===== config.mk =====
export PLATFORM = sky130hd
export DESIGN_NAME = caliptra_prim_subreg_shadow
export DESIGN_NICKNAME = d
export VERILOG_FILES = /design/src/rtl/caliptra_prim_subreg_pkg.sv /design/src/rtl/caliptra_prim_subreg_arb.sv /design/src/rtl/caliptra_prim_subreg_shadow.sv
export SDC_FILE = /design/constraint.sdc
export NUM_CORES = 1
export LEC_CHECK = 0
export CAP_MARGIN = 10
export CORE_ASPECT_RATIO = 0.6
export CORE_MARGIN = 4
export CORE_UTILIZATION = 48
export DETAILED_ROUTE_END_ITERATION = 7
export PLACE_DENSITY = 0.82
export SYNTH_ARGS = -nofsm -noshare
export SYNTH_HDL_FRONTEND = slang
export SYNTH_SLANG_ARGS = --single-unit

===== constraint.sdc =====
create_clock -name clk_i -period 2.9 [get_ports clk_i]
set_input_delay 0.58 -clock clk_i [delete_from_list [all_inputs] [get_ports clk_i]]
set_output_delay 0.58 -clock clk_i [all_outputs]
set_load 0.02 [all_outputs]

===== src/rtl/caliptra_prim_subreg_pkg.sv =====
// Shared types for register slices: SW access modes, shadow phase and multi-bit bool codes.
package caliptra_prim_subreg_pkg;

   typedef enum logic [2:0] {
      SwAccessRW  = 3'd0,
      SwAccessRO  = 3'd1,
      SwAccessWO  = 3'd2,
      SwAccessW1C = 3'd3,
      SwAccessW1S = 3'd4,
      SwAccessW0C = 3'd5,
      SwAccessRC  = 3'd6
   } sw_access_e;

   typedef enum logic {
      ShPhaseIdle   = 1'b0,
      ShPhaseStaged = 1'b1
   } shadow_phase_e;

   // 4-bit multi-bit-bool encodings used when merging W1S/W1C nibbles.
   localparam logic [3:0] MuBi4True  = 4'h6;
   localparam logic [3:0] MuBi4False = 4'h9;

endpackage


===== src/rtl/caliptra_prim_subreg_arb.sv =====
// Write arbiter: merges SW write data with the current value according to the access mode.
module caliptra_prim_subreg_arb
   import caliptra_prim_subreg_pkg::*;
#(
   parameter int unsigned DW       = 32,
   parameter sw_access_e  SwAccess = SwAccessRW,
   parameter bit          Mubi     = 1'b0
) (
   input  logic          we,
   input  logic [DW-1:0] wd,
   input  logic          de,
   input  logic [DW-1:0] d,
   input  logic [DW-1:0] q,
   output logic          wr_en,
   output logic [DW-1:0] wr_data
);

   logic [DW-1:0] sw_data;

   // SW data after applying the access-mode merge against the current value.
   always_comb begin
      sw_data = wd;
      case (SwAccess)
         SwAccessW1S: sw_data = q | wd;
         SwAccessW1C: sw_data = q & ~wd;
         SwAccessW0C: sw_data = q & wd;
         default:     sw_data = wd;
      endcase
      // With Mubi, a nibble only changes when SW writes an exact True code to it.
      if (Mubi && (SwAccess == SwAccessW1S || SwAccess == SwAccessW1C)) begin
         for (int unsigned i = 0; i < DW / 4; i++) begin
            if (wd[4*i +: 4] == MuBi4True) begin
               sw_data[4*i +: 4] = (SwAccess == SwAccessW1S) ? MuBi4True : MuBi4False;
            end else begin
               sw_data[4*i +: 4] = q[4*i +: 4];
            end
         end
      end
   end

   // SW has priority over HW when both write in the same cycle.
   assign wr_en   = we | de;
   assign wr_data = we ? sw_data : d;

endmodule


===== src/rtl/caliptra_prim_subreg_shadow.sv =====
// Shadowed register slice: a SW value is committed only after two identical writes.
// Keeps a staged copy, the committed copy and an inverted shadow copy for fault detection.
module caliptra_prim_subreg_shadow
   import caliptra_prim_subreg_pkg::*;
#(
   parameter int unsigned   DW        = 32,
   parameter sw_access_e    SwAccess  = SwAccessRW,
   parameter logic [DW-1:0] RESVAL    = '0,
   parameter bit            Mubi      = 1'b0,
   parameter int unsigned   WrTimeout = 0
) (
   input  logic          clk_i,
   input  logic          rst_i,
   input  logic          re,
   input  logic          we,
   input  logic [DW-1:0] wd,
   input  logic          de,
   input  logic [DW-1:0] d,
   output logic          qe,
   output logic [DW-1:0] q,
   output logic [DW-1:0] ds,
   output logic [DW-1:0] qs,
   output logic          phase,
   output logic          err_update,
   output logic          err_timeout,
   output logic          err_storage
);

   if (SwAccess == SwAccessRO || SwAccess == SwAccessRC) begin : gen_bad_access
      $error("caliptra_prim_subreg_shadow: RO/RC access is not supported");
   end
   if (Mubi && (DW % 4 != 0)) begin : gen_bad_mubi
      $error("caliptra_prim_subreg_shadow: Mubi requires DW to be a multiple of 4");
   end

   localparam int unsigned CntW = (WrTimeout > 0) ? $clog2(WrTimeout + 1) : 1;
   localparam logic [CntW-1:0] CntLast = (WrTimeout > 0) ? CntW'(WrTimeout - 1) : '0;

   shadow_phase_e phase_q, phase_d;
   logic [DW-1:0] staged_q, staged_d;
   logic [CntW-1:0] cnt_q, cnt_d;
   logic [DW-1:0] committed_q, committed_d;
   logic [DW-1:0] shadow_q, shadow_d;
   logic          err_storage_q, err_storage_d;

   logic          arb_wr_en;
   logic [DW-1:0] arb_wr_data;
   logic          staged_active;
   logic          wd_match;
   logic          sw_commit;

   // SW-only merge path; HW writes are handled separately below.
   caliptra_prim_subreg_arb #(
      .DW       (DW),
      .SwAccess (SwAccess),
      .Mubi     (Mubi)
   ) u_arb (
      .we      (we),
      .wd      (wd),
      .de      (1'b0),
      .d       ({DW{1'b0}}),
      .q       (committed_q),
      .wr_en   (arb_wr_en),
      .wr_data (arb_wr_data)
   );

   assign staged_active = (phase_q == ShPhaseStaged);
   assign wd_match      = (wd == staged_q);
   assign sw_commit     = staged_active && arb_wr_en && wd_match;
   assign err_update    = staged_active && we && !wd_match;
   // A write or read in the expiring cycle takes precedence over the timeout.
   assign err_timeout   = (WrTimeout > 0) && staged_active && !we && !re && (cnt_q == CntLast);

   // Phase FSM, staged copy and timeout counter next-state.
   always_comb begin
      phase_d  = phase_q;
      staged_d = staged_q;
      cnt_d    = cnt_q;
      unique case (phase_q)
         ShPhaseIdle: begin
            if (we) begin
               phase_d  = ShPhaseStaged;
               staged_d = wd;
               cnt_d    = '0;
            end
         end
         ShPhaseStaged: begin
            if (we || re || err_timeout) begin
               phase_d  = ShPhaseIdle;
               staged_d = '0;
               cnt_d    = '0;
            end else if (WrTimeout > 0) begin
               cnt_d = cnt_q + CntW'(1);
            end
         end
         default: phase_d = ShPhaseIdle;
      endcase
   end

   // Committed/shadow next-state; a committing SW write wins over a HW write.
   always_comb begin
      committed_d = committed_q;
      shadow_d    = shadow_q;
      qe          = 1'b0;
      if (sw_commit) begin
         committed_d = arb_wr_data;
         shadow_d    = ~arb_wr_data;
         qe          = 1'b1;
      end else if (de) begin
         committed_d = d;
         shadow_d    = ~d;
         qe          = 1'b1;
      end
      err_storage_d = err_storage_q | (committed_q != ~shadow_q);
   end

   // State registers with synchronous reset.
   always_ff @(posedge clk_i) begin
      if (rst_i) begin
         phase_q       <= ShPhaseIdle;
         staged_q      <= '0;
         cnt_q         <= '0;
         committed_q   <= RESVAL;
         shadow_q      <= ~RESVAL;
         err_storage_q <= 1'b0;
      end else begin
         phase_q       <= phase_d;
         staged_q      <= staged_d;
         cnt_q         <= cnt_d;
         committed_q   <= committed_d;
         shadow_q      <= shadow_d;
         err_storage_q <= err_storage_d;
      end
   end

   assign q           = committed_q;
   assign qs          = committed_q;
   assign ds          = qe ? committed_d : committed_q;
   assign phase       = phase_q;
   assign err_storage = err_storage_q;

endmodule


# After elaboration in Yosys (flattened, before gate mapping)
# Cells that the tools add are included.
dict set report totals {
  ff_bits 98
  input_bits 69
  output_inout_bits 101
  word_cells 35
}
dict set report op_classes {
  eq_ne 4
  n_mux 14
  bitwise 5
  n_reduce_logical 7
}
# cell n
set op_table {}
lappend op_table {{32-bit 2-to-1 mux} 8}
lappend op_table {{32-bit inverter} 3}
lappend op_table {{32-bit one-hot mux with 2 select lines} 1}
lappend op_table {{32-bit equality test} 1}
lappend op_table {{32-bit != test} 1}
lappend op_table {{1-bit 2-to-1 mux} 4}
lappend op_table {{1-bit logical AND} 3}
lappend op_table {{2-bit by 1-bit != test with 1-bit output, second input constant} 1}
lappend op_table {{2-bit != test, second input constant} 1}
lappend op_table {{1-bit one-hot mux with 2 select lines} 1}
lappend op_table {{2-bit AND reduction} 1}
lappend op_table {{2-bit nonzero test} 1}
lappend op_table {{1-bit logical NOT} 1}
lappend op_table {{1-bit logical OR} 1}
lappend op_table {{1-bit inverter} 1}
lappend op_table {{1-bit bitwise OR} 1}

# Depth between registers and ports, before layout
# Gate-level depths: netlist of the first run.
dict set report logic_depth {
  depth_word 4
  mapped_depth 7
  ltp_nobuf 5
}

# Hierarchy
# Synthesis of the first run repeated with hierarchy kept, for this count alone.
dict set report hier_totals {
  hier_cells 605
  area_unflattened_um2 5998.3
}
# mod n_inst cells_per_inst area_per_inst_um2 seq_area_each_um2
set modules_own_cells {}
lappend modules_own_cells {caliptra_prim_subreg_shadow 1 568 5451.5 1961.9}
lappend modules_own_cells {caliptra_prim_subreg_arb 1 37 546.8 0.0}

# Worst setup path before layout of the first run
# No wires, ideal clock.
dict set report synth_path {
  path_type {in2out}
  from {input wd[15]}
  to {output ds[10]}
  t_arrival_ns 2.057
  required_ns 2.320
  slack_ns 0.263
  path_stages 7
  n_path_buf 2
  cell_sequence {xor2_1 > nor4_2 > and4_1 > buf_4 > buf_6 > a32oi_2 > a2bb2oi_1}
}
dict set report synth_via {
  elab_chain_len 4
  elab_cells_between_ends 5
  classes_between {eq/ne (1); mux (3); reduce/logical (1)}
}
# element line_no
set synth_lines {}
lappend synth_lines {{start, declared} caliptra_prim_subreg_shadow.sv:16} ;# input logic [DW-1:0] wd,
lappend synth_lines {{32-bit equality test (*)} caliptra_prim_subreg_shadow.sv:68} ;# assign wd_match = (wd == staged_q);
lappend synth_lines {{1-bit logical AND (*)} caliptra_prim_subreg_shadow.sv:69} ;# assign sw_commit = staged_active && arb_wr_en && wd_match;
lappend synth_lines {{32-bit 2-to-1 mux / 1-bit 2-to-1 mux (equally long branches)} caliptra_prim_subreg_shadow.sv:105} ;# if (sw_commit) begin
lappend synth_lines {{32-bit 2-to-1 mux (*)} caliptra_prim_subreg_shadow.sv:138} ;# assign ds = qe ? committed_d : committed_q;
lappend synth_lines {{end, declared} caliptra_prim_subreg_shadow.sv:21} ;# output logic [DW-1:0] ds,
# Mark *: on every way between the ends. The rest lies on a longest branch, timed or not.

# Worst setup path after layout of the first run
dict set report layout_path {
  from {input wd[28]}
  to {output ds[2]}
}
# Same word-level chain as after synthesis.

==> metrics.md, run 1 <==
| Metric | Value |
|---|---|
| Core region area | `0.0115 sq mm` |
| Cell area after layout | `0.00895 sq mm` |
| Post-synth top area share | `34.2%` |
| Worst R2R Start | `staged_q[20]$_SDFFE_PP0P_` |
| Post-route minimum period | `3060 ps` |
| Clock network power share | `34.8%` |
| Required @ worst endpoint | `2320 ps` |
| Crit path capture type | `primary output` |
| Ys Warns | `0` |
| Switching power share of the total | `29.4%` |
| First-pass detailed-route iteration total | `6` |
| Clock-pin slew on the worst setup and hold paths | `70 ps` |
| Row count | `30` |
| Peak VDD IR | `0.331 mV` |
| Hold-fix buffer count after cts | `0` |
| Final worst path period share | `105%` |
| Die Y | `92.7 um` |
| Violated checks | `negative setup slack` |
| Initial antenna violation count | `0` |
| # IOs | `170` |
| # Max-Cap Violations | `0` |
| Die Span X | `149 um` |
| Mux cell area share after synthesis | `0%` |
| RSZ-0062 raised after global routing | `true` |
| Worst hold path class | `flip-flop to flip-flop` |
| Worst-case clock buffer depth | `2` |
| Slew of the pin with the lowest slew margin | `736 ps` |
| Synth Area in Adders | `0%` |
| Setup crit end | `ds[2]` |
| Net Sw Power | `1130 uW` |
| First-pass GRT wire length | `31,800 um` |
| Syn avg cell area | `10.1 sq um` |
| Antenna Cells | `0` |
| Flop2flop setup slack | `30 ps` |
| Global-route usage over all layers | `29.5%` |
| Main synth FF type | `dfxtp_1` |
| Max-slew violations | `0` |
| Multi-input logic area | `0.00378 sq mm` |
| Ratio of cells with drive above 1 in the final layout | `44.0%` |
| Post-Synthesis Cells | `566` |
| Largest fanout on the critical path | `10` |
| Initial DRC count | `664` |
| Mapped cell area | `0.00573 sq mm` |
| Setup WS pre-CTS | `-981 ps` |
| Max Clock Skew | `9.33 ps` |
| Die area | `0.0138 sq mm` |
| Dpl cell area | `0.00794 sq mm` |
| EDFF count, synth | `0` |
| DR WL/cell | `23.8 um` |
| Via count | `5,791` |
| Antenna viol nets, final | `0` |
| Capturing point of the worst reg2reg path | `q[29]$_SDFF_PP0_` |
| Final setup fails | `34` |
| Fin. Hold Viols | `0` |
| Syn_nets | `635` |
| P&R area growth vs syn | `56.1%` |
| Largest family of logic cells by synthesized area | `compound AO/OA/AOI/OAI gates` |
| Crit path launch | `wd[28]` |
| H-tree depth | `3` |
| Hold slack | `530 ps` |
| Largest net degree at the start of global routing | `51` |
| Slew Limit Headroom | `50.9%` |
| Filler Cell Count | `706` |
| Synth top cells by count | `dfxtp_1, xor2_1, buf_4` |
| CP arrival | `2480 ps` |
| Status | `finished, violations left` |
| Inserted Clock Buffers | `9` |
| Setup CP Type | `input pin to primary output` |
| Root Buffer Master | `clkbuf_16` |
| Synth Area in Compound Gates | `33.9%` |
| Global route overflow | `0` |
| FF+latch count, synth | `98` |
| Seq pwr share | `38.8%` |
| Post-Route WL | `22,500 um` |
| Internal power | `2720 uW` |
| Worst reg-to-reg path cell count | `16` |
| Power density over the cells | `431 mW/mm^2` |
| Ys async rst share | `0%` |
| Vias in the first global route | `5,678` |
| Most frequent cell after synthesis | `dfxtp_1` |
| Routability cong. | `0.875` |
| CTS tree | `done` |
| Seq/Total Area, Yosys | `34.2%` |
| Initial Util | `49.9%` |
| Startpoint Class | `input pin` |
| Register area | `0.00196 sq mm` |
| Final worst slack | `-159 ps` |
| DRC errors left | `0` |
| Synth area leaders | `dfxtp_1, o41ai_2, a32oi_2` |
| Post-synth top area cell | `dfxtp_1` |
| CTS sink cnt | `98` |
| Combinational power share | `26.4%` |
| Library cells used by synthesis | `32` |
| Synth Area in Simple Gates | `12.9%` |
| # port buffers | `168` |
| DPL Wire Length | `14,200 um` |
| Leak | `0.00362 uW` |
| Final #Nets | `851` |
| Xor and xnor fraction of the mapped netlist area | `9.78%` |
| Clock Latency Late Sink | `350 ps` |
| Fmax | `327 MHz` |
| Mean number of vias per cell | `6.12` |
-- per-layer routing --
| layer | vias up | global-route usage (%) | part of all wire, % |
|---|---|---|---|
| met2 | 366 | 46.4 | 46 |
| li1 | 2494 | - | - |
| met3 | 61 | 7.82 | 9.7 |
| met4 | 0 | 5.64 | 2.6 |
| met1 | 2870 | 41.1 | 42 |
| met5 | - | 0 | 0 |
-- state kept, by name, indices dropped and copies added, names as in the netlist --
signal and count:
err_storage 1, phase 1, q 32, shadow_q 32, staged_q 32
-- critical path, stage by stage --
cell and delay (ps):
clkdlybuf4s15_1 230, xor2_1 180, nor4_2 370, and4_4 390, nand3_4 190, buf_16 220, a2bb2oi_2 140, buf_4 170
-- power groups by stage --
stage | logic [uW] | registers, uW | clock network [uW]
after global placement | 894 | 1510 | 0
after global routing | 1060 | 1500 | 1400
after detailed placement | 912 | 1520 | 0
after floorplan | 439 | 1530 | 0
after CTS | 940 | 1490 | 1330
final | 1020 | 1500 | 1340
-- layout make-up --
cell class              instances  area share, %
multi-input cells             386           42.3
repair buffers                286           29.8
flip-flops and latches         98           22.0
clock buffers                  12           2.87
well taps                     160           2.24
clock inverters                 4          0.825
inverters                       1         0.0419
-- per-stage QoR --
stage / setup TNS [ps] / utilization [%] / instances / total power (uW)
after CTS: -2270 / 75.4 / 944 / 3760
after detailed placement: -30610 / 69.2 / 910 / 2430
after global routing: -5660 / 77.9 / 947 / 3970
after global placement: -27220 / 69.2 / 910 / 2400
after floorplan: 0 / - / 566 / 1970
final: -4010 / 77.9 / 947 / 3860
-- kinds of logic after synthesis --
kind of cell / Yosys count
DFF: 98
other: 1
buffers and inverters: 82
and+or+nand+nor: 126
AOI/OAI and AO/OA: 195
xor gates and xnor gates: 64
-- placed cells by master (no fill, tap or decap), types with 2 or more instances in the layout --
cell type,instances
buf_4,105
clkdlybuf4s50_1,101
dfxtp_1,96
nor2_1,34
a21oi_1,33
nand2b_1,32
a22oi_1,32
or2_2,32
a21o_1,32
a32oi_2,30
xnor2_1,28
buf_6,28
a2bb2oi_2,24
o41ai_2,23
xor2_2,18
xor2_1,18
buf_2,17
buf_12,11
clkbuf_16,10
o41ai_4,9
nor4_1,8
clkbuf_2,6
dlygate4sd2_1,6
nor4_2,5
a2bb2oi_1,5
clkdlybuf4s15_1,5
clkdlybuf4s15_2,4
a2bb2oi_4,3
nand4_1,3
and4_4,2
nor4_4,2
a32oi_1,2
clkbuf_8,2
bufinv_16,2
dfxtp_2,2
-- worst min path at each step --
| stage | startpoint | end | slack [ps] | cells past startpoint |
|---|---|---|---|---|
| 2_1_floorplan | staged_q[0]$_SDFFE_PP0P_ | staged_q[0]$_SDFFE_PP0P_ | 490 | 2 |
| 3_3_place_gp | staged_q[19]$_SDFFE_PP0P_ | staged_q[19]$_SDFFE_PP0P_ | 500 | 2 |
| 3_5_place_dp | staged_q[6]$_SDFFE_PP0P_ | staged_q[6]$_SDFFE_PP0P_ | 510 | 2 |
| 4_1_cts | staged_q[21]$_SDFFE_PP0P_ | staged_q[21]$_SDFFE_PP0P_ | 530 | 2 |
| 5_1_grt | staged_q[25]$_SDFFE_PP0P_ | staged_q[25]$_SDFFE_PP0P_ | 560 | 2 |
| 6_report | staged_q[0]$_SDFFE_PP0P_ | staged_q[0]$_SDFFE_PP0P_ | 530 | 2 |
-- what timing repair did --
item | CTS | global route
endpoints found under the setup margin | 34 | 72
pin swaps | 17 | 13
setup buffers | 15 | 4
resized for setup | 324 | 65
endpoints found under the hold margin | 0 | 0
cloned | 3 | 1
Note: power is estimated with default switching activity, not from simulation.
==> run 2: changes to the inputs <==
- GPL_ROUTABILITY_DRIVEN: not set -> 0
==> run 2 against run 1 <==
Against the previous run:
- the flow still finishes with violations (negative setup slack)
- total power fell by 1.7%
- via count rose by 4.6%
- flip-flop and latch count did not move
- first-iteration DRC count down 14%
- cell area up 3.4%
- critical path type unchanged
- largest cell class unchanged
==> metrics.md, run 2 (synthesis gave the netlist of run 1 again) <==
| Metric | Value |
|---|---|
| Status | `finished, violations left` |
| Violated checks | `negative setup slack` |
| Slew Limit Headroom | `44.6% (-6.3 points)` |
| Initial antenna violation count | `0 (unchanged)` |
| # port buffers | `168 (unchanged)` |
| Ratio of cells with drive above 1 in the final layout | `44.9% (+0.92 points)` |
| Slew of the pin with the lowest slew margin | `831 ps (+94.6 ps)` |
| Filler Cell Count | `620 (-12%)` |
| Dpl cells | `911 (+0.11%)` |
| Power density over the cells | `410 mW/mm^2 (-4.9%)` |
| Cell Count, Final, Fillers Out | `951 (+0.42%)` |
| Combinational power share | `28.1% (+1.7 points)` |
| Most frequent cells in the layout | `buf_4, clkdlybuf4s50_1, dfxtp_1, nor2_1` |
| CP bufs+invs | `3 (unchanged)` |
| Final worst slack | `-229 ps (-70.4 ps)` |
| Final worst path period share | `108% (+2.4 points)` |
| Antenna viol nets, final | `0 (unchanged)` |
| Global route overflow | `0 (unchanged)` |
| # IOs | `170 (unchanged)` |
| P&R area growth vs syn | `61.3%` |
| Crit-path slowest cell | `and4_4` |
| Net Sw Power | `1190 uW (+5.4%)` |
| Final #Nets | `856 (+0.59%)` |
| Root Buffer Master | `clkbuf_16` |
| Most common cell after layout, fill and taps aside | `buf_4` |
| Switching power share of the total | `31.5% (+2.1 points)` |
| DRC errors left | `0 (unchanged)` |
| Die Span X | `149 um (unchanged)` |
| Register area | `0.00196 sq mm (unchanged)` |
| Core region area | `0.0115 sq mm (unchanged)` |
| Antenna Cells | `0 (unchanged)` |
| CTS tree | `done` |
| Max stage delay on crit path | `390 ps (about the same)` |
| Clock Latency Late Sink | `360 ps (about the same)` |
| Global-route usage over all layers | `30.3% (+0.83 points)` |
| Clock network power share | `32.2% (-2.6 points)` |
| Crit path capture type | `primary output` |
| Largest net degree at the start of global routing | `51 (unchanged)` |
| RSZ-0062 raised after global routing | `true` |
| Required @ worst endpoint | `2320 ps (about the same)` |
| Max Clock Skew | `10.5 ps (+1.16 ps)` |
| DR WL/cell | `26.4 um (+11%)` |
| DPL Wire Length | `14,400 um (+1.3%)` |
| Via count | `6,057 (+4.6%)` |
| Delay-heaviest family, CP | `simple AND/OR/NAND/NOR gates` |
| Peak VDD IR | `0.304 mV (-8.3%)` |
| Mean number of vias per cell | `6.37 (+4.2%)` |
| H-tree depth | `3 (unchanged)` |
| Post-Route WL | `25,100 um (+11%)` |
| First-pass GRT wire length | `32,800 um (+3.2%)` |
| First-pass detailed-route iteration total | `6 (unchanged)` |
| Row count | `30 (unchanged)` |
| Startpoint Class | `input pin` |
| CP arrival | `2550 ps (+70 ps)` |
| Post-route minimum period | `3130 ps (+70.4 ps)` |
| Multi-input logic area | `0.00398 sq mm (+5.2%)` |
| Setup CP Type | `input pin to primary output` |
| Setup WS pre-CTS | `-941 ps (+39.3 ps)` |
| Die Y | `92.7 um (unchanged)` |
| Largest fanout on the critical path | `9 (-1)` |
| Fin. Hold Viols | `0 (unchanged)` |
| Leak | `0.00377 uW (+4.2%)` |
| Final setup fails | `34 (unchanged)` |
| # Max-Cap Violations | `0 (unchanged)` |
| Inserted Clock Buffers | `9 (unchanged)` |
| Worst hold path class | `flip-flop to flip-flop` |
| Hold-fix buffer count after cts | `0 (unchanged)` |
| Initial DRC count | `568 (-14%)` |
| Vias in the first global route | `5,847 (+3.0%)` |
| Crit-path cells | `clkdlybuf4s15_1, xor2_2, nor4_2, and4_4, buf_8, a32oi_2, a2bb2oi_1, buf_4` |
| Seq pwr share | `39.6% (+0.8 points)` |
| CTS sink cnt | `98 (unchanged)` |
| Fmax | `320 MHz (-2.2%)` |
| Initial Util | `49.9% (unchanged)` |
| Internal power | `2590 uW (-4.7%)` |
| Die area | `0.0138 sq mm (unchanged)` |
| Worst-case clock buffer depth | `2 (unchanged)` |
| Max-slew violations | `0 (unchanged)` |
| Clock-pin slew on the worst setup and hold paths | `60 ps (about the same)` |
## run 2: cell count changes in the layout (fill, tap and decap cells not counted), moves of 3 or more
cell,previous run,this run
o41ai_2,23,13
o41ai_4,9,19
buf_2,17,11
buf_6,28,33
a2bb2oi_1,5,1
a2bb2oi_2,24,28
buf_8,1,5
a32oi_4,0,3
## run 2: worst paths after layout
path / start / endpoint / slack (ps) / cells past startpoint
hold reg to reg: staged_q[0]$_SDFFE_PP0P_ / staged_q[0]$_SDFFE_PP0P_ / 530 / 2
hold / removal: staged_q[0]$_SDFFE_PP0P_ / staged_q[0]$_SDFFE_PP0P_ / 530 / 2
setup reg to reg: staged_q[22]$_SDFFE_PP0P_ / q[25]$_SDFF_PP0_ / 100 / 15
setup / recovery: wd[30] / ds[11] / -230 / 8
## run 2: what timing repair did
item                                   CTS  global route
pin swaps                               17            24
gates cloned                             4             3
resized for setup                      301           137
endpoints found under the hold margin    0             0
setup endpoints to repair               34            98
setup buffers                           20             3
## run 2: worst register-to-register path: stages (launching register included)
cell and delay (ps):
dfxtp_2 360, xor2_4 170, nor4_4 330, buf_4 170, buf_4 100, buf_4 100, buf_4 90, buf_4 90
buf_4 90, buf_4 90, buf_4 90, buf_4 110, nand4_4 190, buf_4 250, o41ai_2 370, a21oi_1 70
## run 2: power groups by stage
| stage | clock [uW] | sequential (uW) | combinational (uW) |
|---|---|---|---|
| floorplan | 0 | 1530 | 439 |
| global placement | 0 | 1510 | 891 |
| detailed placement | 0 | 1520 | 909 |
| CTS | 1190 | 1490 | 915 |
| global route | 1270 | 1510 | 1100 |
| finish | 1220 | 1500 | 1070 |
## run 2: final cells by class
cell class	instances	area share [%]
Timing Repair Buffer	291	30.4
Tap cell	160	2.16
Clock inverter	5	0.609
Sequential cell	98	21.2
Multi-Input combinational cell	386	43.0
Inverter	1	0.0406
Clock buffer	10	2.47
## run 2: per-stage QoR
step	total power, uW	cell area [sq um]	utilization [%]	hold slack, ps	TNS [ps]
2_1_floorplan	1970	5730	-	485	0
3_3_place_gp	2400	7910	68.9	497	-29410
3_5_place_dp	2430	7910	68.9	504	-29550
4_1_cts	3590	8560	74.5	522	-2140
5_1_grt	3890	9250	80.5	562	-5670
6_report	3790	9250	80.5	532	-5060
## run 2: metal layers
metal / vias up / track usage, % / part of all wire (%)
met5: - / 0 / 0
met1: 2981 / 39.2 / 39
li1: 2514 / - / -
met4: 0 / 8.00 / 3.9
met3: 98 / 10.1 / 11
met2: 464 / 48.9 / 46
